## src/rtl/sev_seg_mux.sv

```systemverilog
// sev_seg_mux: time-multiplexed N-digit seven-segment driver for common-anode displays.
// Outputs lag the slot counter/digit index by one cycle and are fully registered.
// Flow control: upd is a one-cycle capture strobe into a pending buffer; the new data
// goes live only at the next frame boundary.
//
// Ports:
//   clk, rst     : clock; asynchronous active-high reset
//   din, dp_in   : digit codes (nibble i -> digit i, digit 0 rightmost) and dp enables
//   upd          : capture strobe for din/dp_in
//   lz_en        : leading-zero suppression enable (level)
//   a_to_g, an, dp : active-low segment, anode and decimal-point drives (registered)
//   upd_pending  : captured data is waiting for the next frame boundary
//   frame_pulse  : one-cycle pulse in the cycle after a frame boundary
module sev_seg_mux #(
  parameter int NUM_DIGITS   = 4,
  parameter int REFRESH_DIV  = 100000,
  parameter int BLANK_CYCLES = 2000,
  parameter int HEX_MODE     = 0
) (
  input  logic                    clk,
  input  logic                    rst,
  input  logic [4*NUM_DIGITS-1:0] din,
  input  logic [NUM_DIGITS-1:0]   dp_in,
  input  logic                    upd,
  input  logic                    lz_en,
  output logic [6:0]              a_to_g,
  output logic [NUM_DIGITS-1:0]   an,
  output logic                    dp,
  output logic                    upd_pending,
  output logic                    frame_pulse
);

  localparam int CW = $clog2(REFRESH_DIV);
  localparam int IW = (NUM_DIGITS > 1) ? $clog2(NUM_DIGITS) : 1;
  localparam logic [CW-1:0] CNT_LAST  = CW'(REFRESH_DIV - 1);
  localparam logic [IW-1:0] IDX_LAST  = IW'(NUM_DIGITS - 1);
  localparam logic [CW:0]   BLANK_END = (CW+1)'(BLANK_CYCLES);
  localparam logic [6:0]    SEG_OFF   = 7'h7F;

  // Scan state
  logic [CW-1:0]           r_cnt;
  logic [IW-1:0]           r_idx;

  // Double-buffered display data
  logic [4*NUM_DIGITS-1:0] r_act;
  logic [NUM_DIGITS-1:0]   r_act_dp;
  logic [4*NUM_DIGITS-1:0] r_pend;
  logic [NUM_DIGITS-1:0]   r_pend_dp;
  logic                    r_pflag;

  // Registered pin drives
  logic [6:0]              r_seg;
  logic [NUM_DIGITS-1:0]   r_an;
  logic                    r_dp;
  logic                    r_frame;

  logic                    w_wrap;
  logic                    w_boundary;
  logic                    w_blank;
  logic [3:0]              w_nib [NUM_DIGITS];
  logic [3:0]              w_code;
  logic [NUM_DIGITS-1:0]   w_sup;
  logic                    w_run;
  logic [NUM_DIGITS-1:0]   w_an_sel;

  assign w_wrap     = (r_cnt == CNT_LAST);
  assign w_boundary = w_wrap && (r_idx == IDX_LAST);
  assign w_blank    = ({1'b0, r_cnt} < BLANK_END);

  always_comb begin
    for (int i = 0; i < NUM_DIGITS; i++) begin
      w_nib[i] = r_act[4*i +: 4];
    end
  end

  assign w_code = w_nib[r_idx];

  // A digit is suppressed while every digit from the most significant one down to
  // it is zero; digit 0 is excluded so a value of zero still shows a single '0'.
  always_comb begin
    w_sup = '0;
    w_run = lz_en;
    for (int i = NUM_DIGITS - 1; i >= 1; i--) begin
      w_run    = w_run & (w_nib[i] == 4'h0);
      w_sup[i] = w_run;
    end
  end

  always_comb begin
    w_an_sel        = '1;
    w_an_sel[r_idx] = 1'b0;
  end

  function automatic logic [6:0] f_decode(input logic [3:0] code);
    logic [6:0] seg;
    seg = SEG_OFF;
    case (code)
      4'h0: seg = 7'h40;
      4'h1: seg = 7'h79;
      4'h2: seg = 7'h24;
      4'h3: seg = 7'h30;
      4'h4: seg = 7'h19;
      4'h5: seg = 7'h12;
      4'h6: seg = 7'h02;
      4'h7: seg = 7'h78;
      4'h8: seg = 7'h00;
      4'h9: seg = 7'h10;
      // Legacy set: A = dash, B = blank, C = underscore, D-F = blank
      4'hA: seg = (HEX_MODE != 0) ? 7'h08 : 7'h3F;
      4'hB: seg = (HEX_MODE != 0) ? 7'h03 : SEG_OFF;
      4'hC: seg = (HEX_MODE != 0) ? 7'h46 : 7'h77;
      4'hD: seg = (HEX_MODE != 0) ? 7'h21 : SEG_OFF;
      4'hE: seg = (HEX_MODE != 0) ? 7'h06 : SEG_OFF;
      4'hF: seg = (HEX_MODE != 0) ? 7'h0E : SEG_OFF;
      default: seg = SEG_OFF;
    endcase
    return seg;
  endfunction

  // Slot counter and digit index
  always_ff @(posedge clk or posedge rst) begin
    if (rst) begin
      r_cnt <= '0;
      r_idx <= '0;
    end else begin
      r_cnt <= w_wrap ? '0 : r_cnt + 1'b1;
      if (w_wrap) begin
        r_idx <= (r_idx == IDX_LAST) ? '0 : r_idx + 1'b1;
      end
    end
  end

  // Display buffers: an upd landing exactly on the boundary bypasses the pending
  // buffer so the new frame shows it without waiting a further frame.
  always_ff @(posedge clk or posedge rst) begin
    if (rst) begin
      r_act     <= {NUM_DIGITS{4'hB}};
      r_act_dp  <= '0;
      r_pend    <= '0;
      r_pend_dp <= '0;
      r_pflag   <= 1'b0;
    end else if (w_boundary) begin
      if (upd) begin
        r_act    <= din;
        r_act_dp <= dp_in;
      end else if (r_pflag) begin
        r_act    <= r_pend;
        r_act_dp <= r_pend_dp;
      end
      r_pflag <= 1'b0;
    end else if (upd) begin
      r_pend    <= din;
      r_pend_dp <= dp_in;
      r_pflag   <= 1'b1;
    end
  end

  // Output stage: blanking at the start of each slot prevents ghosting while the
  // anode switches over.
  always_ff @(posedge clk or posedge rst) begin
    if (rst) begin
      r_seg   <= SEG_OFF;
      r_an    <= '1;
      r_dp    <= 1'b1;
      r_frame <= 1'b0;
    end else begin
      r_frame <= w_boundary;
      if (w_blank) begin
        r_seg <= SEG_OFF;
        r_an  <= '1;
        r_dp  <= 1'b1;
      end else begin
        r_seg <= w_sup[r_idx] ? SEG_OFF : f_decode(w_code);
        r_an  <= w_an_sel;
        r_dp  <= ~r_act_dp[r_idx];
      end
    end
  end

  assign a_to_g      = r_seg;
  assign an          = r_an;
  assign dp          = r_dp;
  assign upd_pending = r_pflag;
  assign frame_pulse = r_frame;

endmodule

```

## config.mk

```make
export PLATFORM = sky130hd
export DESIGN_NAME = sev_seg_mux
export DESIGN_NICKNAME = d
export VERILOG_FILES = /design/src/rtl/sev_seg_mux.sv
export SDC_FILE = /design/constraint.sdc
export NUM_CORES = 1
export LEC_CHECK = 0
export CORE_UTILIZATION = 57
export DETAILED_ROUTE_END_ITERATION = 8
export PLACE_DENSITY = 0.8
export SYNTH_ARGS = -nofsm -noshare
export SYNTH_HDL_FRONTEND = slang
export SYNTH_SLANG_ARGS = --single-unit
```

## constraint.sdc

```tcl
create_clock -name clk -period 2.6 [get_ports clk]
set_input_delay 0.26 -clock clk [delete_from_list [all_inputs] [get_ports clk]]
set_output_delay 0.26 -clock clk [all_outputs]
set_load 0.02 [all_outputs]
```

==> metrics <==
Die ar. 6842 sq um; cell area after synthesis 3714 sq um; Post-synth top cells 49 x dfrtp_1, 24 x dfstp_2, 21 x nor2_1; DRT Pass-1 Iters 4; CP top delay family simple AND/OR/NAND/NOR gates; post-route ant nets 0; gpl congestion 0.8391; clock buffer depth 2; FMAX 432.4 MHz; combinational share of power 8.3%; drt wl/cell 16.84 microns; area growth from synthesis to layout 16.27%; max incr delay on CP 0.57 ns; count leader, synth dfrtp_1; M2 GR Usage 36.39%; Reg clk slew, reported paths 0.08 ns; max_cap viols 0; status completed; Critical Path AT 2.59 ns; Pins Over Slew Limit 0; die height 82.72 microns; total number of vias 2,550; Post-Syn Area per Cell 11.71 sq um; most used routing layer met2; dpl cells 418; sequential fraction of the synthesis area 50.00%; CTS Hold Bufs 0; R2R Setup Slk 0.29 ns; clk_skew 0.005874 ns; worst slack at placement 0.3032 ns; port bufs 37; Num CTS Buffers 9; worst hold path class in2async; P_sw 0.5135 mW; Distinct cells, synth 53; synth warn 0; initial antenna violation count 0; Worst-Margin Slew 0.6966 ns; Most used DFF post-synth dfrtp_1; Initial Util 58.82%; RSZ-0062 raised after global routing no; Power Total 2.172 mW; Setup TNS 0 ns; Layout Nets 386; Int Pwr 1.658 mW; cell accounting for the most synthesized area dfrtp_1; clk sinks 73; post-route cell area 4318 sq um; met1 Track Usage GR 34.57%; ys async rst share 100.0%; pin count of the biggest net entering global routing 74; number of enable flip-flop cells after synthesis 0; minimum clock period 2.312 ns; clock share of power 36.1%; FP Rows 29; period utilisation layout 88.94%; synth top area cells dfrtp_1 33%, dfstp_2 17%, mux2_4 8.1%; crit-path cells or4_4, nor4_4, buf_4, and2_1, o221a_2; Critical Path RT 2.88 ns; CP startpoint kind flip-flop; switch share 23.65%; met3 GRT Util 3.846%; crit-path max FO 15; Pleak 1.828 nW; Ant. Diodes 0; Slowest-stage cell, CP or4_4; dpl cell area 4145 sq um; Seq pwr share 55.6%; R2R cell count 5; H-tree depth 3; initial drt markers 179; Hold Fails Final Rpt 0; CP Class reg2reg; Total GRT Usage 24.04%; vias per cell 5.876; Mapped Cells 317; core region area 6314 sq um; Skew-Pair Late Insertion Delay 0.34 ns; non-filler cells, final 434; relative slew slack 53.56%; Overflow after GRT 0; vias in the first global route 2,429; Root Driver clkbuf_8; RR Endpoint r_act_dp[1]; DP HPWL 4923 microns; post-cts sizing count 0; first-pass GRT wire length 12,100 microns; Die Width 82.72 microns; IO Pins 38; drt total wl 7310 microns; Post-Syn Nets 351; final setup fails 0; crit end category flip-flop; Synth top area share 33.02%; maximum VDD drop 0.3407 mV; FF+latch count, synth 73; final core occ 68.39%; CTS tree built; Power per Cell Area 503.0 nW/um^2; Final WS setup 0.2876 ns; worst r2r src r_cnt[13]; share of post-route cells with drive strength above 1 24.09%; WP buf/inv 1; setup bufs post-CTS 0; worst hold slack 0.3249 ns; Post-route DRC 0
## cells by family after synthesis
logic type,Yosys count,synth area share (%)
flops,73,50.00
buf+inv,29,3.605
fa+ha+maj,10,3.369
mux,25,11.12
simple gates,102,16.04
compound gates,65,12.80
xor+xnor,13,3.066
## placed cells by master (no fill, tap or decap), types with 7 or more instances in the layout
cell type,instances
a21oi_1,16
a31oi_1,7
and3b_1,10
clkbuf_8,10
clkdlybuf4s50_1,37
dfrtp_1,49
dfstp_2,24
ha_1,10
inv_1,8
mux2_4,20
nand2_1,19
nor2_1,21
nor3_1,9
o21ai_0,8
o221a_2,7
o2bb2ai_1,11
xor2_1,7
## cell type report
class | count | area (sq um)
multi-input combinational | 215 | 1723
sequential | 73 | 1857
clock buffer | 11 | 141.4
clock inverter | 5 | 31.28
timing repair buffer | 44 | 435.4
tap | 77 | 96.34
fill | 491 | 1996
inverter | 9 | 33.78
## per-layer routing
metal / up-vias / share of wire, %
met5: - / 0
met4: 0 / 1.0
met3: 8 / 4.3
met2: 67 / 46
met1: 1250 / 49
li1: 1225 / -
## power by group through the flow
| stage | Combinational, mW | Sequential (mW) | Clock, mW |
|---|---|---|---|
| finish | 0.181 | 1.21 | 0.784 |
| global placement | 0.180 | 1.22 | 0 |
| floorplan | 0.119 | 1.22 | 0 |
| detailed placement | 0.182 | 1.23 | 0 |
| global route | 0.198 | 1.21 | 0.843 |
| CTS | 0.183 | 1.21 | 0.798 |
## worst reg2reg max path: stages (launching register included)
cell,delay (ns)
dfrtp_1,0.44
or4_4,0.58
nor4_4,0.33
buf_4,0.28
and2_1,0.38
o221a_2,0.26
## sequential cells by signal, summed over array words and instances, names as in the netlist
signal and cells:
an 4, r_idx 2, a_to_g 7, r_act 16, r_cnt 17, r_pend 16
upd_pending 1, r_act_dp 4, frame_pulse 1, dp 1, r_pend_dp 4
## worst max path at each step
| stage | to | start | cells after the start |
|---|---|---|---|
| floorplan | frame_pulse | rst | 1 |
| global placement | r_act[1] | r_cnt[14] | 5 |
| detailed placement | r_act_dp[1] | r_cnt[14] | 5 |
| CTS | r_act_dp[1] | r_cnt[14] | 5 |
| global route | r_act_dp[1] | r_cnt[0] | 6 |
| finish | r_act_dp[1] | r_cnt[13] | 5 |
Note: power is estimated with default switching activity, not from simulation.
